### config.mk
export PLATFORM = sky130hd
export DESIGN_NAME = descrambler
export DESIGN_NICKNAME = d
export VERILOG_FILES = /design/src/rtl/descrambler_pkg.sv /design/src/rtl/scrambler_seq.sv /design/src/rtl/descrambler.sv
export SDC_FILE = /design/constraint.sdc
export NUM_CORES = 1
export LEC_CHECK = 0
export ABC_AREA = 1
export CORE_ASPECT_RATIO = 1.75
export CORE_MARGIN = 4
export CORE_UTILIZATION = 53
export CTS_CLUSTER_SIZE = 10
export DETAILED_ROUTE_END_ITERATION = 10
export PLACE_DENSITY_LB_ADDON = 0.12
export RECOVER_POWER = 100
export SETUP_SLACK_MARGIN = 0.5
export SYNTH_ARGS = -nofsm -noshare
export SYNTH_HDL_FRONTEND = slang
export SYNTH_SLANG_ARGS = --single-unit
### constraint.sdc
create_clock -name aclk -period 3.9 [get_ports aclk]
set_input_delay 0.78 -clock aclk [delete_from_list [all_inputs] [get_ports aclk]]
set_output_delay 0.78 -clock aclk [all_outputs]
set_load 0.02 [all_outputs]
### src/rtl/descrambler_pkg.sv
// Shared definitions for the x^7+x^4+1 additive scrambler family:
// polynomial taps, sequence-state width, descrambler FSM states and the
// per-bit recurrence used by the sequence generator.
package descrambler_pkg;

  // Width of the sequence state (degree of the polynomial).
  localparam int SEQ_W  = 7;

  // Polynomial taps: b[n] = b[n-TAP_HI] xor b[n-TAP_LO].
  localparam int TAP_HI = 7;
  localparam int TAP_LO = 4;

  // SEED: waiting for the first beat of a frame; RUN: mid-frame.
  typedef enum logic {
    FSM_SEED = 1'b0,
    FSM_RUN  = 1'b1
  } fsm_e;

  // One step of the sequence recurrence.
  function automatic logic seq_next_bit(input logic i_b_hi, input logic i_b_lo);
    return i_b_hi ^ i_b_lo;
  endfunction

endpackage

### src/rtl/scrambler_seq.sv
// Combinational sequence generator for the x^7+x^4+1 additive scrambler.
// Given the last seven sequence bits (bit 0 oldest), produces the next WIDTH
// sequence bits (bit 0 earliest) and the state after them, i.e. the final
// seven generated bits. Shared by the scrambler and the descrambler.
module scrambler_seq
  import descrambler_pkg::*;
#(
  parameter int WIDTH = 24
) (
  input  logic [SEQ_W-1:0] i_state,
  output logic [WIDTH-1:0] o_seq,
  output logic [SEQ_W-1:0] o_next_state
);

  // Full history: state bits followed by all generated bits.
  logic [WIDTH+SEQ_W-1:0] w_ext;

  // Unrolled recurrence over the whole beat.
  function automatic logic [WIDTH+SEQ_W-1:0] expand(input logic [SEQ_W-1:0] i_s);
    logic [WIDTH+SEQ_W-1:0] v_e;
    v_e             = '0;
    v_e[SEQ_W-1:0]  = i_s;
    for (int n = SEQ_W; n < WIDTH + SEQ_W; n++) begin
      v_e[n] = seq_next_bit(v_e[n-TAP_HI], v_e[n-TAP_LO]);
    end
    return v_e;
  endfunction

  assign w_ext        = expand(i_state);
  assign o_seq        = w_ext[WIDTH+SEQ_W-1:SEQ_W];
  assign o_next_state = w_ext[WIDTH+SEQ_W-1:WIDTH];

endmodule

### src/rtl/descrambler.sv
// Self-synchronising-seed descrambler for the additive x^7+x^4+1 scrambler.
// The first seven bits of each frame are taken as the sequence seed (their
// descrambled value is forced to zero); the rest of the frame is XORed with
// the regenerated sequence. One-cycle registered AXI-Stream pipeline with
// full throughput and skid-free backpressure (tready = !tvalid || m_tready).
module descrambler
  import descrambler_pkg::*;
#(
  parameter int WIDTH      = 24,
  parameter int USER_WIDTH = 4
) (
  input  logic                  aclk,
  input  logic                  aresetn,
  input  logic [WIDTH-1:0]      s_axis_tdata,
  input  logic [USER_WIDTH-1:0] s_axis_tuser,
  input  logic                  s_axis_tlast,
  input  logic                  s_axis_tvalid,
  output logic                  s_axis_tready,
  output logic [WIDTH-1:0]      m_axis_tdata,
  output logic [USER_WIDTH-1:0] m_axis_tuser,
  output logic                  m_axis_tlast,
  output logic                  m_axis_tvalid,
  input  logic                  m_axis_tready,
  output logic [SEQ_W-1:0]      seed,
  output logic                  seed_valid
);

  fsm_e                  r_fsm;
  fsm_e                  w_fsm_nxt;
  logic [SEQ_W-1:0]      r_state;
  logic [SEQ_W-1:0]      w_state_nxt;
  logic [SEQ_W-1:0]      w_gen_in;
  logic [SEQ_W-1:0]      w_gen_next;
  logic [WIDTH-1:0]      w_gen_seq;
  logic [WIDTH-1:0]      w_seq;
  logic [WIDTH-1:0]      w_dout;
  logic                  w_accept;

  logic [WIDTH-1:0]      r_tdata;
  logic [USER_WIDTH-1:0] r_tuser;
  logic                  r_tlast;
  logic                  r_tvalid;
  logic [SEQ_W-1:0]      r_seed;
  logic                  r_seed_valid;

  assign s_axis_tready = !r_tvalid || m_axis_tready;
  assign w_accept      = s_axis_tvalid && s_axis_tready;

  // At a frame start the incoming seven bits are the seed themselves, so the
  // generator is driven from the data instead of the stored state.
  assign w_gen_in = (r_fsm == FSM_SEED) ? s_axis_tdata[SEQ_W-1:0] : r_state;

  scrambler_seq #(
    .WIDTH (WIDTH)
  ) u_seq (
    .i_state      (w_gen_in),
    .o_seq        (w_gen_seq),
    .o_next_state (w_gen_next)
  );

  // Next FSM/state and the descrambled beat for the current input.
  always_comb begin
    w_fsm_nxt   = r_fsm;
    w_state_nxt = r_state;
    w_seq       = w_gen_seq;
    w_dout      = s_axis_tdata ^ w_gen_seq;
    if (r_fsm == FSM_SEED) begin
      // Sequence bits 0..6 are the seed, generated bits follow from bit 7.
      w_seq                = {w_gen_seq[WIDTH-SEQ_W-1:0], s_axis_tdata[SEQ_W-1:0]};
      w_dout               = s_axis_tdata ^ w_seq;
      w_dout[SEQ_W-1:0]    = '0;
    end
    if (w_accept) begin
      // Keep the last seven sequence bits so the period continues across beats.
      w_state_nxt = (r_fsm == FSM_SEED) ? w_seq[WIDTH-1 -: SEQ_W] : w_gen_next;
      w_fsm_nxt   = s_axis_tlast ? FSM_SEED : FSM_RUN;
    end
  end

  // FSM and sequence state register.
  always_ff @(posedge aclk or negedge aresetn) begin
    if (!aresetn) begin
      r_fsm   <= FSM_SEED;
      r_state <= '0;
    end else begin
      r_fsm   <= w_fsm_nxt;
      r_state <= w_state_nxt;
    end
  end

  // Output beat register; only loads when the downstream slot is free.
  always_ff @(posedge aclk or negedge aresetn) begin
    if (!aresetn) begin
      r_tvalid <= 1'b0;
      r_tdata  <= '0;
      r_tuser  <= '0;
      r_tlast  <= 1'b0;
    end else if (s_axis_tready) begin
      r_tvalid <= s_axis_tvalid;
      if (s_axis_tvalid) begin
        r_tdata <= w_dout;
        r_tuser <= s_axis_tuser;
        r_tlast <= s_axis_tlast;
      end
    end
  end

  // Seed capture at frame start; validity drops once the frame's last beat is taken.
  always_ff @(posedge aclk or negedge aresetn) begin
    if (!aresetn) begin
      r_seed       <= '0;
      r_seed_valid <= 1'b0;
    end else if (w_accept) begin
      if (r_fsm == FSM_SEED) begin
        r_seed       <= s_axis_tdata[SEQ_W-1:0];
        r_seed_valid <= 1'b1;
      end
      if (s_axis_tlast) begin
        r_seed_valid <= 1'b0;
      end
    end
  end

  assign m_axis_tdata  = r_tdata;
  assign m_axis_tuser  = r_tuser;
  assign m_axis_tlast  = r_tlast;
  assign m_axis_tvalid = r_tvalid;
  assign seed          = r_seed;
  assign seed_valid    = r_seed_valid;

endmodule

# ---- Yosys cells after proc, flatten, opt, wreduce, memory -nomap -nowiden
# Index checks and enable logic that the tools add are counted.
dict set report totals {
  ram_bits 0
  romBits 0
  elab_cells 48
  n_memories 0
  latchBits 0
  output_inout_bits 39
  input_bits 33
  regBits 46
}
dict set report op_classes {
  mux 6
  div_mod_pow 0
  addsub 0
  bitwise_logic 27
  multipliers 0
  magnitude_cmp 0
  reduce_logical 6
  n_shift 0
  n_eq_ne 1
}
# op n
set op_table {}
lappend op_table {{XOR 24 bit} 2}
lappend op_table {{2-to-1 mux 24 bit} 1}
lappend op_table {{XOR 1 bit} 24}
lappend op_table {{2-to-1 mux 7 bit} 2}
lappend op_table {{AND reduction 2 bit} 3}
lappend op_table {{2-to-1 mux 1 bit} 3}
lappend op_table {{inequality test 2 bit, second input constant} 1}
lappend op_table {{logical AND 1 bit} 1}
lappend op_table {{logical NOT 1 bit} 1}
lappend op_table {{logical OR 1 bit} 1}
lappend op_table {{inverter 1 bit} 1}

# ---- Logic depth before layout (Yosys ltp)
# Gate-level depths: netlist of the first run.
dict set report logic_depth {
  word_depth 9
  ltp_mapped 17
  ltp_nobuf 16
}

# ---- Modules after synthesis
# From an unflattened synthesis of the first run, not the netlist that was laid out.
dict set report unflattened {
  cells_unflattened 446
  hier_area_um2 2916.5
}
# mod area_each_um2 cells_each seq_area_each_um2 instances
set modules_own_cells {}
lappend modules_own_cells {descrambler 2392.3 346 1151.1 1}
lappend modules_own_cells {scrambler_seq 524.3 100 0.0 1}

# ---- Worst setup path after synthesis of the first run
# Ideal clock, no wire load.
dict set report synth_timing {
  kind {in2reg}
  from {in s_axis_tdata[4]}
  to {reg r_tdata[19], in the netlist m_axis_tdata[19]}
  path_slack_ns 1.702
  setup_time_ns 0.130
  stages 12
  required_time_ns 3.770
  n_path_buf 0
  t_arrival_ns 2.068
  path_cell_list {inv_1 -> o21ai_1 -> nand2_1 -> nand2_2 -> nand2_2 -> nand2_4 -> nand3_2 -> nand2_1 -> nand2_1 -> nand2_1 -> xor2_1 -> o21ai_1}
}
dict set report synth_via {
  elab_chain_cells 7
  word_cells_on_any_way 12
  classes_between {2 x mux; 10 x bitwise}
}
# item line_no
set synth_lines {}
lappend synth_lines {{start, declared} descrambler.sv:14} ;# input logic [WIDTH-1:0] s_axis_tdata,
lappend synth_lines {{2-to-1 mux 7 bit (*)} descrambler.sv:51} ;# assign w_gen_in = (r_fsm == FSM_SEED) ? s_axis_tdata[SEQ_W-1:0] : r_state;
lappend synth_lines {{XOR 1 bit (4 in series)} descrambler_pkg.sv:21} ;# return i_b_hi ^ i_b_lo;
lappend synth_lines {{XOR 24 bit} descrambler.sv:66} ;# w_dout = s_axis_tdata ^ w_gen_seq;
lappend synth_lines {{2-to-1 mux 24 bit (*)} descrambler.sv:67} ;# if (r_fsm == FSM_SEED) begin
lappend synth_lines {{end signal, assigned} descrambler.sv:101} ;# r_tdata <= w_dout;
lappend synth_lines {{end, declared} descrambler.sv:39} ;# logic [WIDTH-1:0] r_tdata;
# Mark *: on every way between the ends. The rest lies on a longest branch, timed or not.
# A chain may end at the register's enable or synchronous reset.

# ---- Final worst setup path of the first run
dict set report layout_timing {
  from {reg r_fsm}
  to {reg r_tdata[21], in the netlist m_axis_tdata[21]}
}
dict set report layout_via {
  elab_chain_cells 9
  word_cells_on_any_way 17
  classes_between {2 x mux; 15 x bitwise}
}
# item line_no
set layout_lines {}
lappend layout_lines {{start, declared} descrambler.sv:28} ;# fsm_e r_fsm;
lappend layout_lines {{start signal, assigned} descrambler.sv:86} ;# r_fsm <= w_fsm_nxt;
lappend layout_lines {{2-to-1 mux 7 bit} descrambler.sv:51}
lappend layout_lines {{XOR 1 bit (6 in series)} descrambler_pkg.sv:21}
lappend layout_lines {{XOR 24 bit} descrambler.sv:66}
lappend layout_lines {{2-to-1 mux 24 bit (*)} descrambler.sv:67}
# Marked as above.

==> flow_summary.ini, run 1 <==
[yosys]
avgSynthCellArea_um2 = 7.66
synth-warning-count = 0
ys_ff_latch = 46
synthCells = 366
synth_top_area_frac = 0.410
synth_area_um2 = 2810
synthTopCellsByCount = nand2_1, dfrtp_1, nand3_1, o21ai_0, nand2_2
synth-seq-area-share = 0.410
synth-async-reset-ratio = 1.00
ys_types = 24
synth.most_common_cell = nand2_1
yosys-top-cells-area = dfrtp_1, nand2_1, xor2_1
syn-num-nets = 399
yosysTopAreaCell = dfrtp_1
synth-edff-count = 0
synthFlopType = dfrtp_1

[sta]
fin_setup_tns_ns = 0
final-max-slew-violation-count = 90
fin_crit_ns = 3.17
hold_violations = 0
setup_viol = 0
relSlewSlack = -0.647
tightest_slew_ns = 2.47
min_period_over_period = 0.812
rsz0062_at_grt = false
fmax_mhz = 316
clock_skew_ns = 0.00730

[setup_path]
worstSetupStartpointType = flip-flop
endpoint_kind = flip-flop
cp.arrival_ns = 3.36
crit_type = reg -> reg
cp_data_required_time_ns = 4.09
cp_max_fo = 23

[cts]
hold_buffers = 0
path_clk_slew_ns = 0.09
cts_max_path_buffers = 2
cts_tree = built
clockRootBuffer = clkbuf_8
cts_setup_buffers = 0
htree_levels = 2
clock_latency_ns = 0.30
cts_buffers = 5
cts_num_sinks = 46
cts_resized = 0

[power_and_ir_drop]
p_sw_frac = 0.479
powerDensity_nw_per_um2 = 801
power_leakage_nw = 1.80
peakVddDrop_mv = 0.437
combPwrFrac = 0.608
power_frac_seq = 0.265
p_int_mw = 1.50
switchingPower_mw = 1.38
power_frac_clock = 0.126

[place]
gp_congestion = 0.982
place_area_um2 = 3530
hpwlAfterDp_um = 5680
portBuffers = 71
dp.cells = 482

[run_status]
violations = capacitance limit, slew limit
status = finished, violations left

[global_routing]
antenna_found_initial = 0
grt_use_total = 0.233
grt_pass1_vias = 2558
gr-total-overflow = 0
grt_max_degree = 47
grt_pass1_wl_um = 12200

[die]
start_util = 0.554
die_area_um2 = 6570
core_area_um2 = 5060
die_x_um = 63.0
rows = 34
ios = 72
die_h_um = 104

[final_layout]
antenna_cells = 0
area_delta_synth_final_pct = 28.1
fin_cells = 490
fin_nets = 468
final_area_um2 = 3590
drive_above_1_share = 0.103

[drt]
final_antenna_net_count = 0
drt-initial-drc-count = 126
vias = 2619
detail_route.wl_per_cell_um = 14.9
drt_wl_total_um = 7290
drt_first_pass_iters = 4
vias_per_cell = 5.34
drc = 0

[flow_run]
cap_viol_max_count = 2

[hold_path]
holdCritPathClass = reg -> reg
==> power by group through the flow <==
stage / Clock [mW] / Sequential (mW) / Combinational, mW
after floorplan: 0 / 0.945 / 1.08
after global placement: 0 / 0.772 / 1.83
after detailed placement: 0 / 0.781 / 1.85
after CTS: 0.371 / 0.773 / 1.86
after global routing: 0.391 / 0.789 / 1.94
final: 0.363 / 0.764 / 1.75
==> layer usage <==
| layer | part of all wire | global-route usage |
|---|---|---|
| met2 | 0.56 | 0.444 |
| met3 | 0.044 | 0.0324 |
| met1 | 0.38 | 0.255 |
| met4 | 0.014 | 0.0774 |
| met5 | 0 | 0 |
==> area by class of cell <==
cell class                 instances  area, um^2
multi-input combinational        284        1450
inverter                          24        90.1
clock inverter                     3        45.0
fill                             429        1470
timing repair buffer              74         723
sequential                        46        1150
clock buffer                       5        68.8
tap                               54        67.6
==> cells in the final DEF, fill, tap and decap left out, drive strengths merged <==
cell / Yosys / final
clkdlybuf4s50: 0 / 30
dfrtp: 46 / 46
nand4: 1 / 1
nand3b: 2 / 2
a31oi: 2 / 2
bufinv: 0 / 1
nor2: 2 / 2
clkinvlp: 0 / 2
clkinv: 1 / 1
nand2: 168 / 168
clkbuf: 7 / 7
nand3: 37 / 37
buf: 5 / 2
xor2: 20 / 20
o21ai: 44 / 44
inv: 23 / 23
xnor2: 6 / 6
dlygate4sd3: 0 / 40
a21oi: 2 / 2
==> worst max-delay path: stages, from the launching register on <==
cell,delay (ns)
dfrtp_1,0.81
inv_2,0.40
o21ai_0,0.51
nand2_1,0.10
nand2_1,0.27
nand2_1,0.09
nand2_1,0.18
inv_2,0.07
nand2_2,0.12
nand2_2,0.07
nand2_1,0.10
nand2_1,0.10
nand2_1,0.07
nand2_1,0.05
nand3_1,0.06
nand2_1,0.06
==> cells by family (layout without fill, tap and decap cells) <==
group           count (synthesis)  in the layout  share of synthesized area
buf+inv                        36            106                     0.0571
xor+xnor                       26             26                     0.0865
flops                          46             46                      0.410
compound gates                 48             48                     0.0932
simple gates                  210            210                      0.353
==> final timing paths <==
| path | start | endpoint | slack (ns) | depth (start not counted) |
|---|---|---|---|---|
| worst max-delay path | r_fsm | m_axis_tdata[21] | 0.73 | 15 |
| worst min-delay path | m_axis_tdata[16] | m_axis_tdata[16] | 0.48 | 2 |
| worst max register to register | r_fsm | m_axis_tdata[21] | 0.73 | 15 |
| max in group asynchronous | aresetn | r_state[4] | 1.27 | 1 |
| min in group asynchronous | aresetn | seed_valid | 1.22 | 1 |
| worst min register to register | m_axis_tdata[16] | m_axis_tdata[16] | 0.48 | 2 |
==> state kept, by name (all words and copies together), names as in the netlist <==
register / count
m_axis_tdata: 24
m_axis_tlast: 1
m_axis_tuser: 4
m_axis_tvalid: 1
r_fsm: 1
r_state: 7
seed: 7
seed_valid: 1
==> metrics by stage <==
step | hold slack (ns) | util | power (mW) | worst slack [ns]
floorplan | 0.484 | - | 2.03 | 1.70
global placement | 0.462 | 0.697 | 2.60 | 0.961
detailed placement | 0.469 | 0.697 | 2.63 | 0.899
CTS | 0.493 | 0.720 | 3.01 | 0.993
global route | 0.499 | 0.710 | 3.12 | 0.329
finish | 0.481 | 0.710 | 2.88 | 0.734
Power figures use the tool's default switching activity.
==> run 2: changes to the inputs <==
- CORE_UTILIZATION: 53 -> 45
- clock period: 3.9 -> 2.8 ns (I/O delays scaled with it)
==> run 2 against run 1 <==
  * The run now ends clean
  * Register-to-register slack lost 0.16 ns
  * Worst setup slack worse by 0.31 ns
  * Non-clock buffer count grew 7
  * Critical path depth decreased by 1
  * Clock power increased by 37%
  * Cell count increased by 6.3%
  * Critical path type is now in -> reg
  * Critical endpoint is now m_axis_tdata[22]
  * Largest cell class unchanged
  * Largest power group unchanged
==> flow_summary.ini, run 2 (synthesized netlist as in run 1, its figures left out) <==
[die]
ios = 72
die_area_um2 = 7610
rows = 37
die_x_um = 67.7
die_h_um = 112
start_util = 0.470
core_area_um2 = 5970

[setup_path]
cp_data_required_time_ns = 3.01
worst_path_most_repeated_cell = nand2_1
ff2ff_path_depth = 16
endpoint = m_axis_tdata[22]
critPathTopFamily = simple AND/OR/NAND/NOR gates
cp_max_fo = 6
rr_endpoint = m_axis_tdata[21]
crit_chain = dlygate4sd3_1, inv_2, nand2_4, nand2_4, nand2_1, nand2_4, nand2_2, nand2_2, xnor2_1, nand4_1, nand2_1, nand2_1, nand3_1, nand2_1
r2r_slack_ns = 0.57
crit_start = s_axis_tdata[3]
cp_num_cells = 14
worstSetupStartpointType = primary input
cp.buffers_inverters = 2
r2r_start = r_fsm
slowest_stage = dlygate4sd3_1
crit_type = in -> reg
endpoint_kind = flip-flop
cp.arrival_ns = 2.59
critPathMaxStageDelay_ns = 0.61

[final_layout]
num-fill-cells = 550
layout_commonest_cell = nand2_1
multi_input_area_um2 = 1540
fin_nets = 475
regArea_um2 = 1150
fin_cells = 521
antenna_cells = 0
drive_above_1_share = 0.169
final_cell_mix = nand2_1, dfrtp_1, dlygate4sd3_1
utilization = 0.631
largest_reg_flops = 24
area_delta_synth_final_pct = 34.3

[sta]
fmax_mhz = 421
tightest_slew_ns = 1.15
fin_setup_tns_ns = 0
fin_crit_ns = 2.38
rsz0062_at_grt = false
min_period_over_period = 0.849
hold_violations = 0
setup_viol = 0
clock_skew_ns = 0.00986
final-max-slew-violation-count = 0
relSlewSlack = 0.231

[cts]
cts_buffers = 5
path_clk_slew_ns = 0.08
clockRootBuffer = clkbuf_8
clock_latency_ns = 0.31
cts_tree = built
hold_buffers = 0
cts_max_path_buffers = 2
cts_num_sinks = 46
htree_levels = 2

[drt]
vias = 2575
wl_met1_um = 2870
drt_wl_total_um = 7390
detail_route.wl_per_cell_um = 14.2
drt-initial-drc-count = 123
drc = 0
vias_per_cell = 4.94
maxUsedRoutingLayer = met4
dr_wl_met2_um = 4080
met3_length_um = 266
final_antenna_net_count = 0
drt_first_pass_iters = 7

[hold_path]
holdCritPathClass = reg -> reg

[power_and_ir_drop]
power_frac_clock = 0.120
powerDensity_nw_per_um2 = 1100
switchingPower_mw = 1.98
finalPower_mw = 4.13
power_frac_seq = 0.256
combPwrFrac = 0.624
power_leakage_nw = 1.90
p_int_mw = 2.16
peakVddDrop_mv = 0.555
p_sw_frac = 0.478

[run_status]
status = finished clean

[global_routing]
grt_use_total = 0.207
gr-total-overflow = 0
grt_pass1_vias = 2586
grt_pass1_wl_um = 12100
grt_max_degree = 47
antenna_found_initial = 0

[flow_run]
cap_viol_max_count = 0

[place]
hpwlAfterDp_um = 5680
gp_congestion = 0.901
dp.cells = 511
portBuffers = 71
-- run 2: cell types whose count changed in the layout (fill, tap and decap cells not counted), sizes merged --
cell           change
clkinv             +2
clkinvlp           -2
clkdlybuf4s50      -3
buf                +7
dlymetal6s2s       +2
dlygate4sd2        +1
-- run 2: worst min path at each step --
| stage | depth (start not counted) | startpoint | end | slack (ns) |
|---|---|---|---|---|
| floorplan | 0 | aresetn | m_axis_tdata[0] | 0.26 |
| global placement | 2 | m_axis_tlast | m_axis_tlast | 0.46 |
| detailed placement | 2 | m_axis_tdata[22] | m_axis_tdata[22] | 0.46 |
| CTS | 2 | aresetn | seed_valid | 0.35 |
| global route | 2 | m_axis_tdata[2] | m_axis_tdata[2] | 0.51 |
| finish | 2 | m_axis_tdata[22] | m_axis_tdata[22] | 0.48 |
-- run 2: layout make-up --
type	instances	area share
clock buffer	5	0.0183
clock inverter	3	0.0106
inverter	24	0.0246
multi-input combinational	284	0.407
sequential	46	0.305
tap	78	0.0259
timing repair buffer	81	0.208
-- run 2: metal layers --
layer  track usage  vias up
met5             0        -
li1              -     1325
met4        0.0867        0
met1         0.234     1172
met3        0.0360       13
met2         0.366       65
-- run 2: repair_timing --
item	4_1_cts	5_1_grt
setup endpoints to repair	2	19
gates resized for setup	2	27
pin swaps	0	2
buffers inserted	0	2
-- run 2: power groups by stage --
stage | Sequential, mW | Combinational, mW | Clock (mW)
after floorplan | 1.32 | 1.51 | 0
after global placement | 1.07 | 2.59 | 0
after detailed placement | 1.08 | 2.60 | 0
after CTS | 1.07 | 2.62 | 0.507
after global routing | 1.09 | 2.86 | 0.535
final | 1.06 | 2.58 | 0.497
-- run 2: worst reg2reg max path, cell delays in order (launching register included) --
cell	delay [ns]
dfrtp_1	0.41
buf_6	0.28
nand2_1	0.10
o21ai_2	0.10
nand2_1	0.12
nand2_4	0.12
nand2_1	0.06
nand2_1	0.23
nand2_1	0.15
nand3_2	0.12
nand2_2	0.07
nand2_2	0.08
nand2_2	0.06
nand2_1	0.06
nand2_1	0.05
nand3_1	0.06
nand2_1	0.05
-- run 2: metrics by stage --
| stage | cell area (um^2) | hold slack [ns] | setup slack, ns |
|---|---|---|---|
| after floorplan | 2810 | 0.264 | 0.822 |
| after global placement | 3600 | 0.462 | 0.171 |
| after detailed placement | 3600 | 0.465 | 0.172 |
| after CTS | 3710 | 0.348 | 0.508 |
| after global routing | 3770 | 0.513 | 0.256 |
| final | 3770 | 0.481 | 0.422 |
==> run 3: changes to the inputs <==
- CORE_UTILIZATION: 45 -> 49
- clock period: 2.8 -> 2.3 ns (I/O delays scaled with it)
==> run 3 against run 2 <==
  * Total power rose by 62%
  * Via count grew 18%
  * Combinational power rose by 91%
  * Clock power is 4.2% lower
  * Largest cell class unchanged
==> flow_summary.ini, run 3 (synthesized netlist as in run 1, its figures left out) <==
[global_routing]
grt_pass1_wl_um = 14000
grt_util_met2 = 0.468
grt_use_total = 0.259
use_met1 = 0.281
grt_pass1_vias = 2948
grt_max_degree = 43
gr-total-overflow = 0
antenna_found_initial = 0
met3_usage = 0.0457
grt-busiest-layer = met2

[final_layout]
num-fill-cells = 377
largest_reg_flops = 24
final_area_um2 = 4730
drive_above_1_share = 0.374
final_cell_mix = nand2_1, buf_4, dfrtp_1
fin_cells = 581
fin_nets = 538
antenna_cells = 0
area_delta_synth_final_pct = 68.5
layout_commonest_cell = nand2_1

[place]
place_area_um2 = 3920
gp_congestion = 0.845
dp.cells = 548
hpwlAfterDp_um = 6410
portBuffers = 71
preCtsSetupSlack_ns = -0.279

[setup_path]
endpoint_kind = flip-flop
cp_max_fo = 6
slowest_stage = dfrtp_1
ff2ff_path_depth = 13
crit_start = r_fsm
worstSetupStartpointType = flip-flop
rr_endpoint = m_axis_tdata[19]
cp.arrival_ns = 2.35
r2r_slack_ns = 0.12
critPathMaxStageDelay_ns = 0.47
worst_path_most_repeated_cell = nand2_2
crit_chain = buf_6, clkbuf_16, o21ai_4, nand2_2, nand2_4, nand2_2, nand2_8, nand3_4, nand2_4, nand2_2, nand2_2, xor2_1, o21ai_1
endpoint = m_axis_tdata[19]
crit_type = reg -> reg
r2r_start = r_fsm
cp_data_required_time_ns = 2.47

[sta]
min_period_over_period = 0.948
setup_ws_ns = 0.120
fmax_mhz = 459
final-max-slew-violation-count = 0
rsz0062_at_grt = true
setup_viol = 0
relSlewSlack = 0.123
clock_skew_ns = 0.00814
tightest_slew_ns = 1.32
fin_crit_ns = 2.18
hold_violations = 0

[cts]
cts_tree = built
cts_max_path_buffers = 2
htree_levels = 2
cts_buffers = 5
clockRootBuffer = clkbuf_8
hold_buffers = 0
path_clk_slew_ns = 0.08
clock_latency_ns = 0.31
cts_num_sinks = 46

[drt]
drc = 0
vias = 3050
drt_first_pass_iters = 4
drt_wl_total_um = 10100
detail_route.wl_per_cell_um = 17.4
drt-initial-drc-count = 160
final_antenna_net_count = 0
vias_per_cell = 5.25

[die]
die_x_um = 65.2
die_h_um = 108
core_area_um2 = 5590
ios = 72
rows = 36
die_area_um2 = 7050
start_util = 0.502

[power_and_ir_drop]
peakVddDrop_mv = 0.874
powerDensity_nw_per_um2 = 1420
power_leakage_nw = 2.33

[run_status]
status = finished clean

[hold_path]
holdCritPathClass = in -> async

[flow_run]
cap_viol_max_count = 0
==> run 3: layout make-up <==
cell class / count / area, um^2 / area share
flip-flops and latches: 46 / 1150 / 0.244
well taps: 76 / 95.1 / 0.0201
multi-input cells: 284 / 1990 / 0.422
inverters: 24 / 100 / 0.0212
clock buffers: 7 / 76.3 / 0.0161
repair buffers: 144 / 1310 / 0.277
==> run 3: how the worst min path moves through the flow <==
| stage | depth (start not counted) | slack, ns | endpoint |
|---|---|---|---|
| CTS | 1 | 0.16 | seed[2] |
| detailed placement | 2 | 0.47 | m_axis_tdata[1] |
| global placement | 2 | 0.46 | m_axis_tlast |
| finish | 1 | 0.42 | m_axis_tdata[2] |
| global route | 2 | 0.50 | m_axis_tdata[9] |
| floorplan | 0 | 0.16 | m_axis_tdata[0] |
==> run 3: what timing repair did <==
action / CTS / global route
gates resized for setup: 63 / 75
setup endpoints to repair: 28 / 36
gates cloned: 0 / 2
buffers inserted: 13 / 11
pin swaps: 13 / 24
==> run 3: where the power goes <==
| part | switching, mW | internal, mW | total, mW |
|---|---|---|---|
| combinational | 2.78 | 2.14 | 4.92 |
| clock | 0.266 | 0.210 | 0.476 |
| sequential | 0.190 | 1.12 | 1.31 |
==> run 3: layer usage <==
layer  wire (um)  vias up  share of wire
met5           0        -              0
met4         627        0          0.062
met3         400       43          0.040
met2        5550      105           0.55
met1        3550     1460           0.35
li1            -     1442              -
==> run 3: per-stage QoR <==
stage / hold slack (ns) / util / TNS (ns) / total power [mW]
6_report: 0.423 / 0.846 / 0 / 6.71
2_1_floorplan: 0.164 / - / 0 / 3.46
4_1_cts: 0.161 / 0.774 / 0 / 6.04
3_3_place_gp: 0.462 / 0.702 / -1.24 / 4.91
3_5_place_dp: 0.472 / 0.702 / -2.11 / 4.99
5_1_grt: 0.505 / 0.846 / 0 / 7.16
==> run 3: critical path: cells and delay by family, from the launching register on <==
family	cells	cell delay [ns]
AO/OA/AOI/OAI	2	0.25
XOR/XNOR	1	0.14
buffers and inverters	2	0.33
flip-flops	1	0.47
AND/OR/NAND/NOR	8	0.83
